### src/rtl/reg_bus_pkg.sv
// Shared types for the register-bus initiator.
// Holds the FSM state encoding and the latched transfer direction.
package reg_bus_pkg;

    typedef enum logic [2:0] {
        IDLE,
        WRITE,
        READ,
        CAPTURE,
        RESP
    } state_t;

    typedef enum logic {
        OP_READ,
        OP_WRITE
    } op_t;

endpackage

### src/rtl/reg_bus_initiator.sv
// Register-bus initiator: turns a valid/ready request into one-cycle bus strobes and a held response.
// Define REG_BUS_WRITE_READBACK_EN to read back every write and flag a mismatch on rsp_err.
module reg_bus_initiator
    import reg_bus_pkg::*;
#(
    parameter int width        = 8,
    parameter int addressWidth = 8
) (
    input  logic                    clk,
    input  logic                    rstn,
    input  logic                    req_valid,
    output logic                    req_ready,
    input  logic                    req_write,
    input  logic [addressWidth-1:0] req_addr,
    input  logic [width-1:0]        req_wdata,
    output logic                    rsp_valid,
    input  logic                    rsp_ready,
    output logic [width-1:0]        rsp_rdata,
    output logic                    rsp_err,
    output logic [addressWidth-1:0] address,
    output logic                    writeEnable,
    output logic [width-1:0]        writeData,
    output logic                    readEnable,
    input  logic [width-1:0]        readData
);

    // state   | meaning
    // IDLE    | waiting for a request (req_ready high)
    // WRITE   | writeEnable strobe, one cycle
    // READ    | readEnable strobe, one cycle
    // CAPTURE | responder presents readData; latch it
    // RESP    | rsp_valid held until rsp_ready

    state_t                  r_state;
    state_t                  w_next;
    op_t                     r_op;
    logic [addressWidth-1:0] r_addr;
    logic [width-1:0]        r_wdata;
    logic [width-1:0]        r_rdata;
    logic                    w_accept;

    assign w_accept = req_valid && (r_state == IDLE);

    always_ff @(posedge clk or negedge rstn) begin
        if (!rstn) begin
            r_state <= IDLE;
        end else begin
            r_state <= w_next;
        end
    end

    always_comb begin
        w_next = r_state;
        case (r_state)
            IDLE: begin
                if (req_valid) begin
                    w_next = req_write ? WRITE : READ;
                end
            end
            WRITE: begin
`ifdef REG_BUS_WRITE_READBACK_EN
                w_next = READ;
`else
                w_next = RESP;
`endif
            end
            READ:    w_next = CAPTURE;
            CAPTURE: w_next = RESP;
            RESP: begin
                if (rsp_ready) begin
                    w_next = IDLE;
                end
            end
            default: w_next = IDLE;
        endcase
    end

    always_comb begin
        req_ready   = 1'b0;
        rsp_valid   = 1'b0;
        writeEnable = 1'b0;
        readEnable  = 1'b0;
        case (r_state)
            IDLE:    req_ready   = 1'b1;
            WRITE:   writeEnable = (r_op == OP_WRITE);
            READ:    readEnable  = 1'b1;
            RESP:    rsp_valid   = 1'b1;
            default: ;
        endcase
    end

    // Write data is only replaced by writes so the bus keeps its last written value across reads.
    always_ff @(posedge clk or negedge rstn) begin
        if (!rstn) begin
            r_op    <= OP_READ;
            r_addr  <= '0;
            r_wdata <= '0;
            r_rdata <= '0;
        end else if (w_accept) begin
            r_op   <= req_write ? OP_WRITE : OP_READ;
            r_addr <= req_addr;
            if (req_write) begin
                r_wdata <= req_wdata;
            end
            r_rdata <= '0;
        end else if (r_state == CAPTURE) begin
            r_rdata <= readData;
        end
    end

`ifdef REG_BUS_WRITE_READBACK_EN
    logic r_err;

    always_ff @(posedge clk or negedge rstn) begin
        if (!rstn) begin
            r_err <= 1'b0;
        end else if (w_accept) begin
            r_err <= 1'b0;
        end else if (r_state == CAPTURE) begin
            r_err <= (r_op == OP_WRITE) && (readData != r_wdata);
        end
    end

    assign rsp_err = r_err;
`else
    assign rsp_err = 1'b0;
`endif

    assign address   = r_addr;
    assign writeData = r_wdata;
    assign rsp_rdata = r_rdata;

endmodule
### config.mk
export PLATFORM = sky130hd
export DESIGN_NAME = reg_bus_initiator
export DESIGN_NICKNAME = d
export VERILOG_FILES = /design/src/rtl/reg_bus_pkg.sv /design/src/rtl/reg_bus_initiator.sv
export SDC_FILE = /design/constraint.sdc
export NUM_CORES = 1
export LEC_CHECK = 0
export CELL_PAD_IN_SITES_DETAIL_PLACEMENT = 0
export CELL_PAD_IN_SITES_GLOBAL_PLACEMENT = 1
export CORE_MARGIN = 2
export CORE_UTILIZATION = 32
export DETAILED_ROUTE_END_ITERATION = 12
export HOLD_SLACK_MARGIN = 0.02
export PLACE_DENSITY_LB_ADDON = 0.08
export SETUP_SLACK_MARGIN = 0.15
export SYNTH_ARGS = -nofsm -noshare
export SYNTH_HDL_FRONTEND = slang
export SYNTH_SLANG_ARGS = --single-unit
### constraint.sdc
create_clock -name clk -period 2.26 [get_ports clk]
set_input_delay 0.565 -clock clk [delete_from_list [all_inputs] [get_ports clk]]
set_output_delay 0.565 -clock clk [all_outputs]
set_load 0.005 [all_outputs]
==> reports/summary.md <==
The clock period could shrink to 1.95 ns. The first detailed-routing pass ran for 3 iterations. Across all hold checks on the routed design, the worst slack comes to 0.523 ns. The combinational family with the most area after synthesis was multiplexers. The level count of the clock H-tree was 1. Root cell of the clock tree: sky130_fd_sc_hd__clkbuf_4. Walking the worst path, the cells encountered are buf_4 -> nor3_4 -> dlygate4sd2_1.

The count of port buffers added during placement works out to 56. The endpoint identified for the worst register-to-register timing path is writeData[1]$_DFFE_PN0P_. Setup total negative slack on the finished layout was measured at 0 ns. After routing the design area is 1840 sq um. Buffers inserted during clock tree synthesis total 3.

The die is 64.4 um wide. Dividing the synthesized area by the synthesized cell count gives 13.7 sq um. The logs give 513 MHz for the maximum operating frequency and 2 for the worst-case clock buffer depth. The max-slew violation count is 0. The logs give 1.39 ns for the critical path data arrival time and 0 for the number of antenna-violating nets in the routed design. The start-to-end type of the worst setup path was flop to output port.

Clock-pin slew was measured on the worst setup and hold paths at 0.15 ns. The last weighted congestion value of the routability-driven placer is 0.674. The run gives 0 as the final-report hold violation count.

Detailed placement ended at an HPWL of 1.72 mm. The largest single stage delay on the critical path is 0.46 ns. In the synthesized netlist, the cells that appear most often are sky130_fd_sc_hd__dfrtp_1 (28), sky130_fd_sc_hd__mux2_2 (15), sky130_fd_sc_hd__mux2i_1 (8), sky130_fd_sc_hd__nor2_1 (8), sky130_fd_sc_hd__inv_1 (3). After synthesis the netlist holds a flip-flop and latch count of 28. Setup repair after global routing left no endpoint under its margin.

The tools report the count of boundary I/O pins as 58. The number of global-route vias before repair is 874, and the synthesized netlist cell count is 85. The simple-gate share of the synthesized area is 9.42%. The synthesized design contains 0 enable-type register cells. For the pin with the worst max-slew slack, the measured transition is 0.507 ns.

The fraction of the cycle the final worst path needs was 86.3%. Entering global routing, the biggest net connects 29 pins. The most critical setup path has its startpoint at r_state[1]$_DFFE_PN0P_. The endpoint type of the worst setup path is an output port.

STA classifies the critical path startpoint as a flop. The initial standard-cell utilization of the core is 34.2%, and the number of antenna repair diodes is 0. The worst register-to-register path has a setup slack of 0.57 ns. The dominant register cell in the synthesized netlist is sky130_fd_sc_hd__dfrtp_1. Dividing the detail-routed wire length by the instance count gives 12.7 um. Of the post-synthesis cell area, the part taken by muxes is 22.6%. The floorplan has 21 rows. The number of distinct library cell variants in the gate-level netlist after synthesis is 23. The class of the tightest hold or removal check was flop to flop. Summed over all layers, the routed wires come to 2.43 mm. Leading area contributor after synthesis: sky130_fd_sc_hd__dfrtp_1.

The cell area that synthesis handed to floorplanning was 1170 sq um. Following the worst setup path forward leads to its endpoint at req_ready. By area the synthesized netlist is led by sky130_fd_sc_hd__dfrtp_1 (60%), sky130_fd_sc_hd__mux2_2 (14%), sky130_fd_sc_hd__mux2i_1 (6.9%). The number of cells on the worst reg-to-reg path is 4. The largest vdd supply drop was 0.000516 V; the number of hold buffers added after CTS was 0. For the number of nets at the end of the flow, the log shows 175.

The total routing resource utilization after global routing is 12.7%. The area share of the largest cell type after synthesis is 60.0%. The clock arrives with 0.00264 ns of skew.

The tools report the max-cap violation count as 0. The height of the die came out at 64.4 um. TritonCTS built the clock tree.

The flow ran to the end, and the final reports show no timing, DRC or antenna violations. Of the total synthesized cell area, the portion taken by full adders, half adders and majority gates is 0%. The analysis attributes to cell leakage a power of 0.861 nW. The worst slew margin relative to its limit is 66.1%.

The beginning of the worst register-to-register path was r_state[1]$_DFFE_PN0P_. The clock sink count was 28. The die outline area came out at 4150 sq um.

The initial antenna violation count is 0, and the count of final setup violators is 0. Across all layers, the routed design uses 851 vias. The post-route netlist has 22.8% of its cells at a drive strength greater than 1. The clock latency on the worst-skew pair is 0.33 ns. Maximum net fanout on the critical path: 4. The placed instances occupy a cell area of 1750 sq um. The global-route wire length before repair is 4.07 mm.

The iteration-0 DRC count of the detailed router was 25; the power density relative to cell area was 1250 nW/um^2. Worst-path cell with the longest stage delay: sky130_fd_sc_hd__dfrtp_2. Data required time of the worst path: 1.69 ns. The logs give 0 for the number of DRC violations after detailed routing and 0 for the leftover overflow at the end of global routing. Dividing the detail-routed via count by the number of cells gives 4.46.

The run gives 0 as the number of synthesis warnings. The synthesized netlist devotes 1.93% of its cell area to compound gates. For this run, asynchronously set or reset flops after synthesis account for 100%.

The total nets after synthesis came out at 114. Fill cells in the final layout number 316. Cell with the most instances after synthesis: sky130_fd_sc_hd__dfrtp_1.

The region available for standard cell placement spans 3420 sq um. Sequential cells were found to cover 60.0% of the synthesized design area. From synthesis to final layout, the design area changed by 57.7%.

Summing the areas of all xor and xnor instances in the mapped netlist gives 0% of the synthesized area.
## per-layer routing
metal  track usage [%]  vias to the layer above  share of wire (%)
met5                 0                        -                  0
met4              4.79                        0                1.2
met3              3.99                        4                8.2
met2              22.3                       33                 49
met1              14.6                      411                 41
li1                  -                      403                  -
## what timing repair did
action / in CTS / in global routing
endpoints found under the setup margin: 4 / 1
setup buffers: 2 / 3
resized for setup: 6 / 1
## where the power goes
group | switching (W) | total, W | internal, W
logic | 0.000369 | 0.00110 | 0.000735
clock network | 0.000148 | 0.000327 | 0.000179
registers | 0.000135 | 0.000878 | 0.000744
## state kept, by name, indices dropped and copies added (netlist names)
name / count
rsp_rdata: 8
writeData: 8
r_op: 1
r_state: 3
address: 8
## worst min-delay path by stage
stage / from / endpoint / slack, ns / depth (start not counted)
after floorplan: rstn / address[0]$_DFFE_PN0P_ / 0.27 / 0
after global placement: address[1]$_DFFE_PN0P_ / address[1]$_DFFE_PN0P_ / 0.49 / 1
after detailed placement: address[4]$_DFFE_PN0P_ / address[4]$_DFFE_PN0P_ / 0.49 / 1
after CTS: address[4]$_DFFE_PN0P_ / address[4]$_DFFE_PN0P_ / 0.53 / 1
after global routing: address[6]$_DFFE_PN0P_ / address[6]$_DFFE_PN0P_ / 0.55 / 1
final: address[4]$_DFFE_PN0P_ / address[4]$_DFFE_PN0P_ / 0.52 / 1
## critical path: cells and delay by family (launching register included)
kind	cells	cell delay, ns
buf+inv	2	0.42
simple gates	1	0.18
flops	1	0.46
## area by class of cell
type	instances	area [sq um]	share of cell area, %
Sequential cell	28	703	38.2
Timing Repair Buffer	63	612	33.2
Multi-Input combinational cell	47	407	22.1
Tap cell	46	57.6	3.12
Clock inverter	1	30.0	1.63
Clock buffer	3	22.5	1.22
Inverter	3	11.3	0.611
## cells in the final DEF (no fill, tap or decap), drive strengths merged, types with 3 or more instances in the layout
master / instances
buf: 7
clkbuf: 3
clkdlybuf4s50: 52
dfrtp: 28
dlygate4sd2: 3
inv: 3
mux2: 16
mux2i: 8
nor2: 8
nor3: 3
## through the flow
stage	total power, W	utilization (%)	setup WS, ns	std cells
5_1_grt	0.00248	54.0	0.236	191
6_report	0.00231	54.0	0.309	191
4_1_cts	0.00231	53.2	0.0450	188
3_3_place_gp	0.00193	51.1	0.278	182
2_1_floorplan	0.00138	-	0.754	85
3_5_place_dp	0.00196	51.1	0.232	182
## cell families (layout without fill, tap and decap cells)
kind of cell | Yosys count | after routing
buf+inv | 10 | 70
mux | 24 | 24
simple gates | 18 | 18
other cells | 1 | 1
compound gates | 4 | 4
flops | 28 | 28
Note: power is estimated with default switching activity, not from simulation.
==> edit: new RTL, config.mk and constraints unchanged <==
Encoding of `state_t`: now Gray code (3 bits for 5 states).
--- a/src/rtl/reg_bus_pkg.sv
+++ b/src/rtl/reg_bus_pkg.sv
@@ -4,9 +4,9 @@
 
     typedef enum logic [2:0] {
-        IDLE,
-        WRITE,
-        READ,
-        CAPTURE,
-        RESP
+        IDLE    = 3'b000,
+        WRITE   = 3'b001,
+        READ    = 3'b011,
+        CAPTURE = 3'b010,
+        RESP    = 3'b110
     } state_t;
 
Function: same outputs for any inputs over 10 cycles, from zero or initial values and one cycle with rstn low; not proved beyond that.
==> edit against the unedited design <==
- cell area grew 4.6%
- total power grew 6.6%
- routed wire length grew 3.4%
- sequential cell count unchanged
- setup slack got worse by 0.064 ns
- synthesized area increased by 4.1%
- largest power group unchanged
- clock power is 19% higher
- highest routed layer unchanged
- sequential power grew 3.9%
- register-to-register slack better by 0.03 ns
==> edit: results (changes against the unedited design) <==
- Buffers on Ports: 56 (unchanged)
- TritonRoute pass-1 iters: 4 (+1)
- Root Buffer Master: clkbuf_8
- Initial antenna violation count: 0 (unchanged)
- Clk_lat worst skew: 0.27 ns (-0.06 ns)
- Reg-to-reg endpoint: writeData[2]$_DFFE_PN0P_
- RePlAce Congestion: 0.710 (+5.3%)
- Wire per inst: 12.8 um (+0.74%)
- Outcome: completed
- Seq/Total Area, Yosys: 57.6% (-2.3 points)
- GRT Util Overall: 12.3% (-0.45 points)
- Placed instance area: 0.00182 mm^2 (+4.0%)
- Vias in the first global route: 860 (-1.6%)
- Async SR Flop Fraction: 100% (unchanged)
- Hold Crit Class: reg -> reg
- Hold Path Depth: 1 (unchanged)
- Leak Pwr: 0.842 nW (-2.2%)
- Reg2reg start: r_state[2]$_DFFE_PN0P_
- Hold endpoint: address[0]$_DFFE_PN0P_
- Pre-CTS setup slack: 0.203 ns (-0.0286 ns)
- Synth cell types: 19 (-17%)
- Setup slack, reg-to-reg: 0.60 ns (+0.03 ns)
- DRT iter0 DRCs: 27 (+8.0%)
- Hold_ws: 0.520 ns (-0.00318 ns)
- VDD IR max: 0.657 mV (+27%)
- Crit path max fanout: 8 (+4)
- Crit path DAT: 1.45 ns (+0.06 ns)
- Synth Net Count: 116 (+1.8%)
- Clock skew: 0.00809 ns (+0.00545 ns)
- Via density: 4.32 (-3.1%)
- Global-route wire length before repair: 4.02 mm (-1.2%)
- Largest net degree at the start of global routing: 29 (unchanged)
- Filler Cell Count: 315 (-0.32%)
- Worst-case clock buffer depth: 2 (unchanged)
- H-tree levels: 1 (unchanged)
- Fraction of layout instances using a drive strength above 1: 22.3% (-0.46 points)
- Area leader, netlist: dfrtp_1
- Area contributors post-synth: dfrtp_1 (58%), mux2_4 (9.9%), mux2_2 (7.4%)
- Antenna Cells: 0 (unchanged)
- Most frequent cells after synthesis: dfrtp_1 (28), nor2_1 (9), mux2_2 (8), mux2_4 (8), mux2i_1 (8)
- Inserted Clock Buffers: 3 (unchanged)
- Hold Startpoint: address[0]$_DFFE_PN0P_
- CTS clk-pin slew, worst paths: 0.09 ns (-0.06 ns)
- Post-DP HPWL: 1.83 mm (+6.4%)
- Worst r2r path cells: 5 (+1)
- Syn. warnings: 0 (unchanged)
- Nets: 178 (+1.7%)
## edit: cell count changes in the layout (fill, tap and decap cells not counted), moves of 2 or more
cell,before,now
o21ai_0,1,4
clkbuf_8,0,3
mux2_2,15,8
clkbuf_4,3,0
clkdlybuf4s50_1,52,56
and3b_1,0,2
mux2_4,1,8
dlygate4sd2_1,3,0
nand2_1,0,3
## edit: area by class of cell
| type | instances | area (um^2) | share of cell area, % |
|---|---|---|---|
| flip-flops and latches | 28 | 704 | 36.5 |
| repair buffers | 64 | 633 | 32.8 |
| multi-input cells | 50 | 452 | 23.4 |
| well taps | 48 | 60.1 | 3.11 |
| clock buffers | 3 | 41.3 | 2.14 |
| clock inverters | 1 | 30.0 | 1.56 |
| inverters | 2 | 7.51 | 0.389 |
## edit: logic make-up after synthesis
logic type | count (synthesis) | synth area share [%]
buf+inv | 9 | 5.25
xor+xnor | 1 | 0.720
other cells | 1 | 0.308
flops | 28 | 57.6
mux | 24 | 23.9
simple gates | 19 | 10.2
compound gates | 5 | 2.06
## edit: what timing repair did
item / CTS / global route
hold buffers: 0 / 0
buffers inserted: 0 / 5
resized for setup: 2 / 1
gates cloned: 0 / 0
endpoints found under the setup margin: 2 / 3
## edit: through the flow
stage	util (%)	total power, mW	std cells
floorplan	-	1.46	87
global placement	49.6	2.02	187
detailed placement	49.6	2.04	187
CTS	51.6	2.44	191
global route	52.7	2.63	196
finish	52.7	2.46	196
## edit: worst max path at each step
stage / cells past startpoint / from / to / slack [ns]
2_1_floorplan: 5 / r_state[2]$_DFFE_PN0P_ / writeData[0]$_DFFE_PN0P_ / 0.83
3_3_place_gp: 5 / req_valid / writeData[7]$_DFFE_PN0P_ / 0.24
3_5_place_dp: 5 / req_valid / writeData[3]$_DFFE_PN0P_ / 0.20
4_1_cts: 2 / r_state[2]$_DFFE_PN0P_ / writeEnable / 0.15
5_1_grt: 2 / r_state[2]$_DFFE_PN0P_ / req_ready / 0.15
6_report: 2 / r_state[2]$_DFFE_PN0P_ / req_ready / 0.24
## edit: routing by layer
metal	vias up	part of all wire (%)	track usage, %	routed length, um
li1	409	-	-	-
met1	402	43	14.8	1080
met2	33	49	20.8	1230
met3	2	7.1	3.25	178
met4	0	0.76	4.69	19
met5	-	0	0	0
## edit: report_power, final
| group | internal [mW] | switching [mW] |
|---|---|---|
| Clock | 0.237 | 0.151 |
| Combinational | 0.802 | 0.363 |
| Sequential | 0.750 | 0.161 |
## edit: worst max-delay path, cell delays in order (launching register included)
cell and delay, ns:
dfrtp_2 0.45, nor3_1 0.21, clkdlybuf4s50_1 0.52
